## src/rtl/dct_uart_pkg.sv

```systemverilog
// Shared constants and FSM state type for the DCT-result UART word transmitter.
package dct_uart_pkg;

  localparam int   DATA_BITS      = 8;
  localparam int   BYTES_PER_WORD = 4;
  localparam logic START_BIT      = 1'b0;
  localparam logic STOP_BIT       = 1'b1;

  typedef enum logic [2:0] {
    ST_IDLE   = 3'd0,
    ST_START  = 3'd1,
    ST_DATA   = 3'd2,
    ST_PARITY = 3'd3,
    ST_STOP   = 3'd4
  } tx_state_e;

endpackage

```

## src/rtl/word_fifo.sv

```systemverilog
// Synchronous word FIFO with wrap-bit pointers; full is registered so the
// writer sees the status left by the previous edge.
module word_fifo #(
  parameter int WIDTH = 32,
  parameter int DEPTH = 4
) (
  input  logic             clk,
  input  logic             rst,
  input  logic             push,
  input  logic [WIDTH-1:0] push_data,
  input  logic             pop,
  output logic [WIDTH-1:0] pop_data,
  output logic             full,
  output logic             empty
);

  localparam int AW = $clog2(DEPTH);

  logic [WIDTH-1:0] mem [DEPTH];
  logic [AW:0]      wr_ptr, rd_ptr;
  logic [AW:0]      wr_nxt, rd_nxt;
  logic             wr_en, rd_en;

  assign wr_en    = push && !full;
  assign rd_en    = pop && !empty;
  assign wr_nxt   = wr_en ? wr_ptr + (AW+1)'(1) : wr_ptr;
  assign rd_nxt   = rd_en ? rd_ptr + (AW+1)'(1) : rd_ptr;
  assign empty    = (wr_ptr == rd_ptr);
  assign pop_data = mem[rd_ptr[AW-1:0]];

  always_ff @(posedge clk or posedge rst) begin
    if (rst) begin
      wr_ptr <= '0;
      rd_ptr <= '0;
      full   <= 1'b0;
    end else begin
      wr_ptr <= wr_nxt;
      rd_ptr <= rd_nxt;
      full   <= (wr_nxt[AW-1:0] == rd_nxt[AW-1:0]) && (wr_nxt[AW] != rd_nxt[AW]);
    end
  end

  always_ff @(posedge clk) begin
    if (wr_en) mem[wr_ptr[AW-1:0]] <= push_data;
  end

endmodule

```

## src/rtl/uart_word_tx.sv

```systemverilog
// Buffers 32-bit words and sends each as four UART bytes, MSB byte first.
// Define UART_TX_PARITY_EN to insert an even-parity bit (8E1 instead of 8N1).
module uart_word_tx
  import dct_uart_pkg::*;
#(
  parameter int CLKS_PER_BIT = 868,
  parameter int FIFO_DEPTH   = 4
) (
  input  logic        clk,
  input  logic        rst,
  input  logic        in_valid,
  input  logic [31:0] in_data,
  output logic        in_ready,
  output logic        tx,
  output logic        busy,
  output logic        overflow
);

  localparam int              TW       = $clog2(CLKS_PER_BIT);
  localparam logic [TW-1:0]   BIT_LAST = TW'(CLKS_PER_BIT - 1);

  tx_state_e    state;
  logic [TW-1:0] timer;
  logic [2:0]   bit_idx;
  logic [1:0]   byte_idx;
  logic [31:0]  word_sr;
  logic [7:0]   cur_byte;
  logic         bit_end, tx_next;
  logic         fifo_full, fifo_empty, push, pop;
  logic [31:0]  fifo_data;

  assign push     = in_valid && !fifo_full;
  assign pop      = (state == ST_IDLE) && !fifo_empty;
  assign in_ready = !fifo_full;
  assign bit_end  = (timer == BIT_LAST);
  assign cur_byte = word_sr[31:24];

  word_fifo #(.WIDTH(32), .DEPTH(FIFO_DEPTH)) u_fifo (
    .clk       (clk),
    .rst       (rst),
    .push      (push),
    .push_data (in_data),
    .pop       (pop),
    .pop_data  (fifo_data),
    .full      (fifo_full),
    .empty     (fifo_empty)
  );

  always_comb begin
    tx_next = 1'b1;
    case (state)
      ST_START:  tx_next = START_BIT;
      ST_DATA:   tx_next = cur_byte[bit_idx];
`ifdef UART_TX_PARITY_EN
      ST_PARITY: tx_next = ^cur_byte;
`endif
      ST_STOP:   tx_next = STOP_BIT;
      default:   tx_next = 1'b1;
    endcase
  end

  // The word register shifts left a byte per frame so the active byte is always the top one.
  always_ff @(posedge clk or posedge rst) begin
    if (rst) begin
      state    <= ST_IDLE;
      timer    <= '0;
      bit_idx  <= '0;
      byte_idx <= '0;
      word_sr  <= '0;
    end else begin
      case (state)
        ST_IDLE: begin
          timer <= '0;
          if (pop) begin
            word_sr  <= fifo_data;
            byte_idx <= '0;
            state    <= ST_START;
          end
        end
        ST_START: begin
          if (bit_end) begin
            timer   <= '0;
            bit_idx <= '0;
            state   <= ST_DATA;
          end else timer <= timer + TW'(1);
        end
        ST_DATA: begin
          if (bit_end) begin
            timer <= '0;
            if (bit_idx == 3'(DATA_BITS - 1)) begin
`ifdef UART_TX_PARITY_EN
              state <= ST_PARITY;
`else
              state <= ST_STOP;
`endif
            end else bit_idx <= bit_idx + 3'd1;
          end else timer <= timer + TW'(1);
        end
`ifdef UART_TX_PARITY_EN
        ST_PARITY: begin
          if (bit_end) begin
            timer <= '0;
            state <= ST_STOP;
          end else timer <= timer + TW'(1);
        end
`endif
        ST_STOP: begin
          if (bit_end) begin
            timer <= '0;
            if (byte_idx == 2'(BYTES_PER_WORD - 1)) begin
              state <= ST_IDLE;
            end else begin
              byte_idx <= byte_idx + 2'd1;
              word_sr  <= {word_sr[23:0], 8'h00};
              state    <= ST_START;
            end
          end else timer <= timer + TW'(1);
        end
        default: state <= ST_IDLE;
      endcase
    end
  end

  always_ff @(posedge clk or posedge rst) begin
    if (rst) begin
      tx       <= 1'b1;
      busy     <= 1'b0;
      overflow <= 1'b0;
    end else begin
      tx   <= tx_next;
      busy <= (state != ST_IDLE) || !fifo_empty;
      if (in_valid && fifo_full) overflow <= 1'b1;
    end
  end

endmodule
```

## config.mk

```make
export PLATFORM = sky130hd
export DESIGN_NAME = uart_word_tx
export DESIGN_NICKNAME = d
export VERILOG_FILES = /design/src/rtl/dct_uart_pkg.sv /design/src/rtl/word_fifo.sv /design/src/rtl/uart_word_tx.sv
export SDC_FILE = /design/constraint.sdc
export NUM_CORES = 1
export LEC_CHECK = 0
export CELL_PAD_IN_SITES_DETAIL_PLACEMENT = 2
export CELL_PAD_IN_SITES_GLOBAL_PLACEMENT = 2
export CORE_UTILIZATION = 35
export CTS_BUF_LIST = sky130_fd_sc_hd__clkbuf_8
export DETAILED_ROUTE_END_ITERATION = 16
export PLACE_DENSITY = 0.73
export SLEW_MARGIN = 20
export SYNTH_ARGS = -nofsm -noshare
export SYNTH_HDL_FRONTEND = slang
export SYNTH_SLANG_ARGS = --single-unit
```

## constraint.sdc

```tcl
create_clock -name clk -period 2.5 [get_ports clk]
set_clock_uncertainty 0.15 [all_clocks]
set_input_delay 0.375 -clock clk [delete_from_list [all_inputs] [get_ports clk]]
set_output_delay 0.375 -clock clk [all_outputs]
set_load 0.005 [all_outputs]
```

# Yosys cells after proc, flatten, opt, wreduce, memory -nomap -nowiden
# Memory sizes are Yosys's and may differ from the RTL's.
# Cells that the tools add are included.
# word_totals
ramBits	128
reg_bits	60
out_inout_bits	4
inputBits	35
elab_cells	80
n_memories	1
# op_classes
order_cmp	1
reduce_logical	18
muxes	28
add_sub_neg	5
eq_ne	16
# memory_table
name	words	width	read_ports	rd_ports_with_merged_regs	wr	line	source
u_fifo.mem	4	32	1	0	1	word_fifo.sv:19	logic [WIDTH-1:0] mem [DEPTH];
# op_table
op	n
$mux W32	3
$pmux W32 S2	1
$mux W3	10
$pmux W10 S2	1
$ne A2 B2 Y1 const B	6
$pmux W3 S4	1
$add A10 B1 Y10 const B	1
$eq A10 B10 Y1 const B	1
$mux W10	1
$add A3 B1 Y3 const B	3
$reduce_and A4 Y1	2
$eq A3 B3 Y1 const B	2
$logic_and A1 B1 Y1	6
$mux W2	3
$pmux W3 S2	1
$reduce_bool A2 Y1	3
$reduce_and A5 Y1	1
$lt A3 B4 Y1 const B	1
$mux W1	4
$pmux W2 S2	1
$bmux W1 S3	1
$eq A3 B1 Y1 const B	1
$eq A3 B2 Y1 const B	1
$eq A3 B3 Y1	1
other kinds (11)	12

# Logic depth before layout (Yosys ltp)
# logic_depth
word_depth	7
ltp_mapped	10
mapped_depth_nobuf	7

# Modules after synthesis
# A second synthesis with hierarchy kept.
# hier_totals
cells_unflattened	455
hier_area_um2	7891.3
# modules_own_cells
mod	cells_each	area_per_inst_um2	instances	seq_area_each_um2
word_fifo	220	5107.4	1	4018.9
uart_word_tx	235	2783.9	1	1327.5

# Worst setup path before layout
# No wires, ideal clock.
# synth_timing
kind	register -> register
from	register timer[0]
to	register byte_idx[1]
period_less_slack_ns	2.395
setup_slack_ns	0.105
n_path_buf	4
setup_time_ns	0.125
arrival_ns	2.119
required_time_ns	2.225
path_stages_with_launch	11
cell_sequence	dfrtp_1 ha_1 and4bb_1 and4_1 buf_6 or2_1 buf_6 and4_4 buf_6 buf_12 mux2_4
# synth_via
elab_chain_cells	3
# synth_lines
element	line	source
start, declared	uart_word_tx.sv:23	logic [TW-1:0] timer;
start signal, assigned	uart_word_tx.sv:85	end else timer <= timer + TW'(1);
start signal, assigned	uart_word_tx.sv:97	end else timer <= timer + TW'(1);
start signal, assigned	uart_word_tx.sv:117	end else timer <= timer + TW'(1);
$eq A10 B10 Y1	uart_word_tx.sv:35	assign bit_end = (timer == BIT_LAST);
$ne A2 B2 Y1 (no line)	n/a	
$reduce_and A4 Y1 (no line)	n/a	
end signal, assigned	uart_word_tx.sv:113	byte_idx <= byte_idx + 2'd1;
end, declared	uart_word_tx.sv:25	logic [1:0] byte_idx;
# Every way passes these cells.
# A chain may end at the register's enable or synchronous reset.

# Worst setup path in the final report
# layout_timing
from	register timer[0]
to	register word_sr[19]
# layout_via
elab_chain_cells	3
# layout_lines
element	line	source
$eq A10 B10 Y1	uart_word_tx.sv:35	
$ne A2 B2 Y1 (no line)	n/a	
$reduce_and A4 Y1 (no line)	n/a	
end signal, assigned	uart_word_tx.sv:75	word_sr <= fifo_data;
end signal, assigned	uart_word_tx.sv:114	word_sr <= {word_sr[23:0], 8'h00};
end, declared	uart_word_tx.sv:26	logic [31:0] word_sr;
# Every way passes these cells.

==> impl_metrics.ini <==
[drt]
viasPerCell = 5.02
routed_wl_mm = 16.5
routedWlPerCell_um = 21.1
num_vias = 3928
detail_route.first_pass.iterations = 4
drc = 0
ant_nets = 0
dr.first_iter.drc_count = 110

[placement]
gp_congestion = 0.704
placed_area_um2 = 8590
hpwl_mm = 10.5
port_buffers = 38
dp.cells = 750

[setup_path]
slowest_stage = dfrtp_1
worstPathArrival_ps = 2520
rrSetupSlack_ps = 180
start_kind = register
crit_path_max_fanout = 9
r2r_start = timer[0]
r2r_cells = 7
crit_buf_inv = 1
crit_family = simple AND/OR/NAND/NOR gates
slowest_delay_ps = 400
worstPathRequired_ps = 2700
crit_path_end_kind = register
crit_type = register to register
r2r_end = word_sr[19]
crit_chain = ha_1 > and4bb_1 > and4_1 > or2_1 > and4_4 > buf_4 > mux2_4

[yosys]
ys_ff_latch = 188
syn_nets = 481
ys_async_sr_fraction_pct = 31.9
yosysTopAreaCell = edfxtp_1
synthSimpleGateAreaFrac_pct = 4.38
ys_warn_count = 0
synth_cell_types = 41
synth_flop_cell = edfxtp_1
syn_avg_cell_area_um2 = 17.8
synth_top_family_by_area = multiplexers
synth.area.top_cells = edfxtp_1 (49%), dfrtp_1 (19%), mux4_2 (9.8%), mux2_4 (4.1%), mux2_2 (3.3%)
synth_mux_area_share_pct = 18.4
netlist.area_leader.share_pct = 49.4
syn-instance-count = 437
yosysSeqAreaShare_pct = 68.7
synth_adder_area_share_pct = 1.45
syn-cell-area_um2 = 7780
synth_compound_area_share_pct = 2.61
synthXorXnorAreaFrac_pct = 1.80
synth_edf_count = 128

[clock_network]
cts_buffers = 17
clkLatencyLatePin_ps = 470
clock-sinks = 188
htreeDepth = 4
cts-resized-gates = 0
ctsHoldBuffers = 0
clock-root-buffer = clkbuf_8
clk_pin_slew_ps = 100
postCtsSetupBuffers = 0
cts_buffer_depth = 2
tritoncts = built

[cells_and_area]
fin_util_pct = 41.2
final_cells = 782
final_common_cell = edfxtp_1
mostFrequentLayoutCells = edfxtp_1 (128), dfrtp_1 (58), clkdlybuf4s50_1 (38), mux4_2 (34), nand2_1 (33)
nets = 533
drive_gt1_share_pct = 26.1
diodes = 0
fin_area_um2 = 9000
area_delta_synth_final_pct = 15.7

[floorplan]
start_util_pct = 35.6
rows = 54
fp.coreArea_um2 = 21800
die_w_um = 151
io_pins = 39
die_h_um = 151
die-area_um2 = 22800

[sta]
min_period_over_period_pct = 92.9
setup_violations = 0
post-route-min-period_ps = 2320
slew_headroom_pct = 65.9
worst_pin_slew_ps = 510
hold_violations = 0
max_freq_ghz = 0.430
rsz0062_at_grt = no
drv_slew = 0
setup-tns-final_ps = 0

[grt]
grt_remaining_overflow = 0
grt_pass1_vias = 4644
track_usage_pct = 16.1
grt_start_max_net_pins = 61
grt_first_pass_wirelength_mm = 26.6
antenna_found_initial = 0

[power]
ir_worst_vdd_mv = 0.472
p_leak_uw = 0.00330
powerDensity_nw_per_um2 = 1140
finalPower_uw = 10200

[flow_run]
max_cap_violations = 0

[outcome]
status = finished clean

[worst_hold_path]
hp-class = primary input to asynchronous set/reset pin
[power breakdown]
group,internal (µW),switching (µW),leakage (µW)
registers,4160,382,0.00191
logic,1900,1720,0.00119
clock network,847,1210,0.000208
[metal layers]
layer / global-route usage, % / share of wire, % / routed length [µm] / up-vias
li1: - / - / - / 1755
met1: 19.9 / 43 / 7160 / 2116
met2: 28.6 / 54 / 8820 / 49
met3: 3.55 / 2.2 / 366 / 8
met4: 3.85 / 0.77 / 126 / 0
met5: 0 / 0 / 0 / -
[cell usage after synthesis, types with 2 or more instances]
library cell  count
nor2_1            5
nand3_1           2
nor3_1            4
o21bai_1          3
a21oi_1           3
or3_1             3
mux2_4           21
buf_12            2
and3_1            3
o21ai_0          20
mux4_2           34
mux2_2           23
nand4b_1          2
buf_2             4
xnor2_1          10
edfxtp_1        128
dfrtp_1          59
buf_6             3
a22o_1            5
nand2_1          33
and2_1            4
ha_1              9
mux2i_1           9
xor2_1            6
clkbuf_1         11
a21o_1            2
inv_1            15
[final cells by class]
| cell class | count | area (µm²) |
|---|---|---|
| Tap cell | 280 | 350 |
| Sequential cell | 188 | 5350 |
| Timing Repair Buffer | 54 | 613 |
| Multi-Input combinational cell | 213 | 2230 |
| Clock inverter | 15 | 174 |
| Clock buffer | 17 | 234 |
| Inverter | 15 | 56.3 |
| Fill cell | 2105 | 12800 |
[flip-flops by register name (all words and copies together) (netlist names)]
register / count
u_fifo.mem: 128
word_sr: 32
timer: 10
bit_idx: 3
state: 3
u_fifo.rd_ptr: 3
u_fifo.wr_ptr: 3
byte_idx: 2
busy: 1
overflow: 1
tx: 1
u_fifo.full: 1
[through the flow]
| step | worst slack, ps | hold slack, ps |
|---|---|---|
| after detailed placement | 172 | 309 |
| after CTS | 149 | 130 |
| after floorplan | 105 | 301 |
| after global routing | 71.0 | 133 |
| final | 177 | 129 |
| after global placement | 211 | 300 |
[how the worst max path moves through the flow]
stage | startpoint | end | slack [ps] | cells after the start
final | timer[0] | word_sr[19] | 180 | 7
after global routing | timer[0] | word_sr[19] | 70 | 7
after CTS | timer[0] | word_sr[19] | 150 | 7
after detailed placement | in_valid | u_fifo.mem[3][15] | 170 | 5
after global placement | in_valid | u_fifo.mem[3][15] | 210 | 5
after floorplan | timer[0] | byte_idx[1] | 110 | 10
[tightest hold or removal path, stage by stage]
cell             delay [ps]
clkdlybuf4s50_1         410
inv_2                    70
buf_12                  290
[kinds of logic (layout without fill, tap and decap cells)]
kind of cell               Yosys count  in the layout
DFF                                188            188
muxes                               87             87
and+or+nand+nor                     67             67
buffers and inverters               36            101
AOI/OAI and AO/OA                   34             34
xor gates and xnor gates            16             16
adders and majority gates            9              9
(Power assumes the default switching activity.)
